$ cat config.mk
export PLATFORM = sky130hd
export DESIGN_NAME = alu_pipe
export DESIGN_NICKNAME = d
export VERILOG_FILES = /design/src/rtl/alu_pipe.sv
export SDC_FILE = /design/constraint.sdc
export NUM_CORES = 1
export LEC_CHECK = 0
export CAP_MARGIN = 10
export CORE_ASPECT_RATIO = 0.9
export CORE_MARGIN = 2
export CORE_UTILIZATION = 44
export CTS_BUF_LIST = sky130_fd_sc_hd__clkbuf_8
export DETAILED_ROUTE_END_ITERATION = 12
export PLACE_DENSITY = 0.61
export SETUP_SLACK_MARGIN = 0.3
export SLEW_MARGIN = 5
export SYNTH_ARGS = -nofsm -noshare
export SYNTH_HDL_FRONTEND = slang
export SYNTH_SLANG_ARGS = --single-unit
$ cat constraint.sdc
create_clock -name CLK -period 15.3 [get_ports CLK]
set_input_delay 4.59 -clock CLK [delete_from_list [all_inputs] [get_ports CLK]]
set_output_delay 4.59 -clock CLK [all_outputs]
set_load 0.02 [all_outputs]
$ cat src/rtl/alu_pipe.sv
// Unsigned ALU with a valid/ready request port, one-cycle result pulse and an
// iterative restoring divider that keeps the unit busy for DATA_WIDTH+1 cycles.
module alu_pipe #(
    parameter int DATA_WIDTH  = 8,
    parameter int SHAMT_WIDTH = 3
) (
    input  logic                      CLK,
    input  logic                      RST,
    input  logic [DATA_WIDTH-1:0]     A,
    input  logic [DATA_WIDTH-1:0]     B,
    input  logic [3:0]                ALU_FUN,
    input  logic                      in_valid,
    output logic                      in_ready,
    output logic [2*DATA_WIDTH-1:0]   alu_out,
    output logic                      out_valid,
    output logic                      carry_flag,
    output logic                      zero_flag,
    output logic                      div_by_zero
);

    localparam int W  = DATA_WIDTH;
    localparam int CW = $clog2(DATA_WIDTH + 1);

    typedef enum logic [3:0] {
        OP_ADD  = 4'b0000, OP_SUB  = 4'b0001, OP_MUL  = 4'b0010, OP_DIV  = 4'b0011,
        OP_AND  = 4'b0100, OP_OR   = 4'b0101, OP_NAND = 4'b0110, OP_NOR  = 4'b0111,
        OP_XOR  = 4'b1000, OP_XNOR = 4'b1001, OP_EQ   = 4'b1010, OP_GT   = 4'b1011,
        OP_LT   = 4'b1100, OP_SHR  = 4'b1101, OP_SHL  = 4'b1110, OP_ASR  = 4'b1111
    } op_t;

    typedef enum logic {
        IDLE,
        DIV
    } state_t;

    state_t          state;
    logic [W-1:0]    rem;
    logic [W-1:0]    quo;
    logic [W-1:0]    divisor;
    logic [CW-1:0]   count;

    logic [2*W-1:0]  res;
    logic            res_carry;
    logic [W:0]      sum;
    logic [W-1:0]    diff;
    logic [2*W-1:0]  prod;
    logic [2*W-1:0]  shl;
    logic [W-1:0]    asr;
    logic [SHAMT_WIDTH-1:0] shamt;

    logic [W:0]      rem_sh;
    logic [W:0]      rem_diff;
    logic            step_ge;
    logic [W-1:0]    rem_next;

    assign in_ready = (state == IDLE);

    assign shamt = B[SHAMT_WIDTH-1:0];
    assign sum   = {1'b0, A} + {1'b0, B};
    assign diff  = A - B;
    assign prod  = {{W{1'b0}}, A} * {{W{1'b0}}, B};
    assign shl   = {{W{1'b0}}, A} << shamt;
    assign asr   = W'($signed(A) >>> shamt);

    // One restoring step: shift the next dividend bit into the partial
    // remainder, keep the trial difference only when it did not borrow.
    assign rem_sh   = {rem, quo[W-1]};
    assign rem_diff = rem_sh - {1'b0, divisor};
    assign step_ge  = (rem_sh >= {1'b0, divisor});
    assign rem_next = step_ge ? rem_diff[W-1:0] : rem_sh[W-1:0];

    // NOTE: every output of a combinational block gets a default first, so no
    // opcode path can leave a value unassigned and infer a latch.
    always_comb begin
        res       = '0;
        res_carry = 1'b0;
        case (ALU_FUN)
            OP_ADD: begin
                res       = {{(W-1){1'b0}}, sum};
                res_carry = sum[W];
            end
            OP_SUB: begin
                res       = {{W{1'b0}}, diff};
                res_carry = (A < B);
            end
            OP_MUL:  res = prod;
            OP_AND:  res = {{W{1'b0}}, A & B};
            OP_OR:   res = {{W{1'b0}}, A | B};
            OP_NAND: res = {{W{1'b0}}, ~(A & B)};
            OP_NOR:  res = {{W{1'b0}}, ~(A | B)};
            OP_XOR:  res = {{W{1'b0}}, A ^ B};
            OP_XNOR: res = {{W{1'b0}}, ~(A ^ B)};
            OP_EQ:   res = (A == B) ? (2*W)'(1) : '0;
            OP_GT:   res = (A > B)  ? (2*W)'(2) : '0;
            OP_LT:   res = (A < B)  ? (2*W)'(3) : '0;
            OP_SHR:  res = {{W{1'b0}}, A >> shamt};
            OP_SHL:  res = shl;
            OP_ASR:  res = {{W{1'b0}}, asr};
            default: res = '0;
        endcase
    end

    // NOTE: sequential state uses non-blocking assignments only, so every
    // register samples the pre-edge value of every other register.
    always_ff @(posedge CLK) begin
        if (RST) begin
            state       <= IDLE;
            alu_out     <= '0;
            out_valid   <= 1'b0;
            carry_flag  <= 1'b0;
            zero_flag   <= 1'b0;
            div_by_zero <= 1'b0;
            rem         <= '0;
            quo         <= '0;
            divisor     <= '0;
            count       <= '0;
        end else begin
            out_valid <= 1'b0;
            case (state)
                IDLE: begin
                    if (in_valid) begin
                        if (ALU_FUN == OP_DIV) begin
                            if (B == '0) begin
                                alu_out     <= {A, {W{1'b1}}};
                                out_valid   <= 1'b1;
                                carry_flag  <= 1'b0;
                                zero_flag   <= 1'b0;
                                div_by_zero <= 1'b1;
                            end else begin
                                state   <= DIV;
                                rem     <= '0;
                                quo     <= A;
                                divisor <= B;
                                count   <= CW'(W);
                            end
                        end else begin
                            alu_out     <= res;
                            out_valid   <= 1'b1;
                            carry_flag  <= res_carry;
                            zero_flag   <= (res == '0);
                            div_by_zero <= 1'b0;
                        end
                    end
                end
                DIV: begin
                    if (count == '0) begin
                        state       <= IDLE;
                        alu_out     <= {rem, quo};
                        out_valid   <= 1'b1;
                        carry_flag  <= 1'b0;
                        zero_flag   <= ({rem, quo} == '0);
                        div_by_zero <= 1'b0;
                    end else begin
                        rem   <= rem_next;
                        quo   <= {quo[W-2:0], step_ge};
                        count <= count - CW'(1);
                    end
                end
                default: state <= IDLE;
            endcase
        end
    end

endmodule
# --- Yosys cells after proc, flatten, opt, wreduce, memory -nomap -nowiden ---
# Index checks and enable logic that the tools add are counted.
word_totals:
  word_cells: 108
  ff_bits: 49
classes:
  mux: 49
  multipliers: 1
  n_bitwise: 8
  magnitude_cmp: 3
  n_shift: 3
  n_addsub: 4
  n_eq_ne: 22
  reduce_logical: 8
ops:
  columns: ["cell", "n"]
  rows:
  - ["one-hot mux 16 bit (15 select lines)", 1]
  - ["two-way mux 8 bit", 9]
  - ["two-way mux 16 bit", 4]
  - ["== test 4 bit, second input constant", 8]
  - ["zero test 16 bit", 2]
  - ["one-hot mux 16 bit (2 select lines)", 1]
  - ["one-hot mux 8 bit (2 select lines)", 2]
  - ["inverter 8 bit", 3]
  - ["two-way mux 1 bit", 19]
  - ["== test 4 x 3 -> 1 bit, second input constant", 4]
  - ["multiplier 8 x 8 -> 16 bit", 1]
  - ["two-way mux 4 bit", 4]
  - ["<< shifter 8 x 3 -> 16 bit", 1]
  - ["subtractor 8 bit", 2]
  - ["one-hot mux 1 bit (2 select lines)", 6]
  - ["adder 8 x 8 -> 9 bit", 1]
  - [">= comparator 9 x 8 -> 1 bit", 1]
  - ["bitwise AND 8 bit", 1]
  - ["== test 4 x 2 -> 1 bit, second input constant", 2]
  - ["== test 8 bit", 1]
  - ["> comparator 8 bit", 1]
  - ["zero test 4 bit", 2]
  - ["zero test 8 bit", 1]
  - ["< comparator 8 bit", 1]
  - ["14 further kinds", 20]

# --- Longest topological paths before layout ---
depth:
  ltp_word: 7
  depth_mapped: 21
  depth_no_buf: 20

# --- Least setup slack after synthesis ---
# OpenSTA, ideal clock, no wires.
synth_timing:
  path_kind: "input to register"
  from: "input B[2]"
  to: "register zero_flag"
  required_time_ps: 15216
  arrival_time_ps: 9223
  path_buffers: 2
  setup_ps: 84
  cell_stages: 20
  path_slack_ps: 5993
  cell_sequence: "buf_4 inv_1 clkbuf_1 nor2_1 ha_1 fa_1 ha_1 inv_1 fa_1 inv_1 fa_1 or2_2 a32o_1 a21oi_1 nand4_1 nand4bb_1 or4_1 nor4_1 nand4_1 o31ai_2"
synth_between:
  elab_chain_cells: 7
  elab_cells_between_ends: 26
  cone_classes: "add/sub: 2; mul: 1; order compare: 2; eq/ne: 2; shift: 3; mux: 7; bitwise: 6; reduce/logical: 3"
synth_lines:
  columns: ["element", "line", "source"]
  rows:
  - ["from (decl)", "10", "input logic [DATA_WIDTH-1:0] B,"]
  - ["parallel branches: the longest is 7 deep, another holds multiplier 8 x 8 -> 16 bit", null, null]
  - ["to (signal assigned)", "140", "zero_flag <= (res == '0);"]
  - ["to (signal assigned)", "151", "zero_flag <= ({rem, quo} == '0);"]
  - ["to (decl)", "17", "output logic zero_flag,"]
# Parallel ways; which one is timed is not known. The select of a mux whose other input is x is not followed.
# A chain may end at the register's enable or synchronous reset.

# --- Worst setup path after layout ---
# Same ends and word-level chain as after synthesis.

==> results <==
- Each instance of the synthesized netlist takes up on average 7.617 um^2.
- The share of flip-flops with an asynchronous set or reset after synthesis is 0.
- The count of cells along the worst register-to-register path is 11.
- The total setup violations reported at the end of the flow is 0.
- The relative max-transition margin is 0.2351.
- The number of antenna violations at the first check in global routing is 0.
- From synthesis to final layout, the design area changed by 9.079%.
- The die is 136.3 um wide.
- Dividing the final minimum period by the clock period gives 0.6760.
- The via count of the first global-routing pass came to 6,491.
- The count of yosys warnings during synthesis is 0.
- The average vias per placed instance is ~6.
- The flop-to-flop setup slack is 12.07 ns.
- After routing, the total negative slack on setup checks comes to 0 ns.
- The pin slew with the least headroom to its limit is 1.139 ns.
- The estimated wirelength of the detail-placed design is 17.50 mm.
- The synthesized design spends more area on one cell type than any other, namely sky130_fd_sc_hd__dfxtp_1.
- The maximum achievable frequency is 96.69 MHz.
- The largest driver fanout on the critical path is 24.
- The time the worst path needs with I/O delays and setup is 10.34 ns.
- The kind of start point of the critical path is an input pin.
- The worst setup path is captured at a register.
- The register bit total from synthesis is 49.
- The total overflow left after global routing is 0.
- The leading cell type in the layout, fill and taps excluded is sky130_fd_sc_hd__inv_1.
- The sequential cell area fraction in the yosys report is 0.1415.
- After technology mapping, the gate count stands at 910.
- In this run the count of I/O pins placed on the die edge is 44.
- TritonCTS built the clock tree.
- In this run the power density over the cells is 76.06 mW/mm^2.
- The first global-routing pass estimated 36.78 mm of wire.
- In the routed design, unresolved DRC markers number 0.
- At the worst endpoint, the arrival time is 10.59 ns.
- Detailed routing inserted a total of between 6,000 and 7,000 vias.
- Dividing the detail-routed wire length by the instance count gives 20.41 um.
- The number of H-tree branching levels is 2.
- Synthesis instantiated 79 different standard cells from the library.
- Data on the critical path is required at its endpoint by 15.55 ns.
- The critical path is of the in -> reg type.
- The number of DRC markers in iteration 0 is approximately 800.
- The die is 123.1 um tall.
- Of the post-synthesis cell area, the dominant cell type holds 0.1415.
- After synthesis, the cell types taking the most area are sky130_fd_sc_hd__dfxtp_1 14%, sky130_fd_sc_hd__ha_1 13%, sky130_fd_sc_hd__fa_1 11%.
- The final weighted congestion in routability-driven placement is 0.9551.
- The final layout contains routed wiring with a total length of 23.02 mm.
- Buffers inserted during clock tree synthesis total 5.
- In the layout the commonest cells are 102 x sky130_fd_sc_hd__inv_1, 97 x sky130_fd_sc_hd__nor2_1, 91 x sky130_fd_sc_hd__nand2_1.
- In the final layout, the share of cells above drive strength 1 is 0.05292.
- Port buffering added 43 buffers.
- The count of clock tree sinks is between 40 and 50.
- The starting density of the core is 0.4505.
- For this run, the total global-route usage over all layers was measured as 0.2858.
- The count of antenna-violating nets left after detailed routing is 0.
- The longest clock path from root to sink contains 2 buffers.
- The buffer cell driving the clock tree root is sky130_fd_sc_hd__clkbuf_8.
- 0 antenna diodes ended up in the layout.
- Clock-pin slew was measured on the worst setup and hold paths at 0.10 ns.
- For this run, the post-layout net count is 1,058.
- The synthesized netlist occupies a cell area of 0.006932 mm^2.
- The floorplan step defined a die boundary enclosing approximately 0.017 mm^2.
- On the final layout, the worst clock skew is between 0.01 and 0.015 ns.
- The floorplan has 43 rows.
- The number of iterations in the first detailed-routing pass is 6.
- The number of nets handed over by synthesis was roughly 1,000.
- The run finished with clean final reports.
- In the synthesized netlist the dominant register cell turns out to be sky130_fd_sc_hd__dfxtp_1.
- The tool flagged a number of max-cap violations equal to 0.
- Buffers inserted to repair hold after CTS numbered 0.
- The floorplan step defined a core boundary enclosing 0.01539 mm^2.
- The worst min-delay path category is reg -> reg.
- The worst hold path passes through 2 cells.
- The leakage power total is 3.188 nW.
- The count of flip-flops with a built-in enable after synthesis is 0.
- The overall power of the completed layout is 0.5751 mW.
- The post-cts repair resize count is 0.
- The count of final hold-check violations is 0.
- Setup repair after global routing left no endpoint under its margin.
- IR analysis of the VDD net gives a maximum drop of 0.04527 mV.
- The pin count of the biggest net entering global routing is between 40 and 50.
- The setup fix buffers added after clock tree synthesis is 0.
- The number of max-slew violations in the final report came to 0.
- Clock latency on the worst-skew pair, taken at its later pin, is 0.32 ns.
-- flip-flops by register name (all words and copies together), names as in the netlist --
| register | count |
|---|---|
| count | 4 |
| carry_flag | 1 |
| divisor | 8 |
| div_by_zero | 1 |
| state | 1 |
| out_valid | 1 |
| rem | 8 |
| zero_flag | 1 |
| quo | 8 |
| alu_out | 16 |
-- where the power goes --
part	internal [mW]	total, mW	switching (mW)
registers	0.132	0.135	0.00266
logic	0.137	0.343	0.206
clock network	0.0491	0.0971	0.0481
total	0.318	0.575	0.257
-- layer usage --
| layer | global-route usage | vias up | part of all wire | wire, um |
|---|---|---|---|---|
| met5 | 0 | - | 0 | 0 |
| met2 | 0.4183 | 308 | 0.42 | 9671 |
| met4 | 0.08464 | 0 | 0.031 | 717 |
| met1 | 0.4177 | 3245 | 0.46 | 10520 |
| met3 | 0.06478 | 51 | 0.092 | 2111 |
| li1 | - | 3215 | - | - |
-- stage by stage --
step	setup slack (ns)	util	hold WS [ns]	instance area (um^2)	cells
final	4.958	0.4914	0.4586	7561	1128
after global placement	4.871	0.4841	0.4429	7448	1120
after CTS	5.014	0.4914	0.4619	7561	1128
after global routing	4.575	0.4914	0.4742	7561	1128
after floorplan	5.993	-	0.4319	6932	910
after detailed placement	4.674	0.4841	0.4462	7448	1120
-- cell usage after synthesis (all sizes together), types with 3 or more instances --
master / number
nand3: 15
ha: 71
nand2: 91
nand4: 8
a221o: 3
a21o: 10
nor2b: 8
and2: 8
nor3b: 4
or3: 8
o21bai: 3
or4: 4
xor2: 14
dfxtp: 49
clkbuf: 23
a22o: 3
a211o: 7
a211oi: 18
fa: 39
o211ai: 9
o21ai: 40
clkinv: 3
a31oi: 12
buf: 26
mux2i: 23
o22ai: 6
and3: 6
mux4: 4
mux2: 5
nor4: 18
nor2: 98
nor3: 19
a32oi: 5
nand2b: 11
inv: 103
xnor2: 19
a21oi: 62
a221oi: 12
or2: 6
a22oi: 5
-- layout make-up --
| type | count | area [um^2] |
|---|---|---|
| clock buffer | 5 | 68.82 |
| clock inverter | 3 | 43.79 |
| fill | 1593 | 7826 |
| inverter | 106 | 400.4 |
| multi-input combinational | 706 | 5279 |
| sequential | 49 | 980.9 |
| tap | 202 | 252.7 |
| timing repair buffer | 57 | 535.5 |
-- logic make-up after synthesis --
group	synth area share
and+or+nand+nor	0.2119
AOI/OAI and AO/OA	0.2128
buffers and inverters	0.09693
adders and majority gates	0.2408
DFF	0.1415
xor gates and xnor gates	0.04170
muxes	0.05433
-- worst max-delay path, stage by stage --
cell and delay (ns):
sky130_fd_sc_hd__clkdlybuf4s50_1 1.07, sky130_fd_sc_hd__inv_1 0.53, sky130_fd_sc_hd__nor2_1 0.22, sky130_fd_sc_hd__ha_1 0.20, sky130_fd_sc_hd__fa_1 0.40, sky130_fd_sc_hd__ha_1 0.29
sky130_fd_sc_hd__inv_1 0.05, sky130_fd_sc_hd__fa_1 0.53, sky130_fd_sc_hd__inv_1 0.07, sky130_fd_sc_hd__fa_1 0.46, sky130_fd_sc_hd__or2_2 0.28, sky130_fd_sc_hd__a32o_1 0.24
sky130_fd_sc_hd__a21oi_1 0.12, sky130_fd_sc_hd__nand4_1 0.15, sky130_fd_sc_hd__nand4bb_1 0.21, sky130_fd_sc_hd__or4_1 0.48, sky130_fd_sc_hd__nor4_1 0.28, sky130_fd_sc_hd__nand4_1 0.15
sky130_fd_sc_hd__o31ai_2 0.25
-- worst paths after layout --
kind,start,to
max,B[2],zero_flag
max reg2reg,state,zero_flag
min reg2reg,divisor[7],divisor[7]
min,divisor[7],divisor[7]
Power figures use the tool's default switching activity.
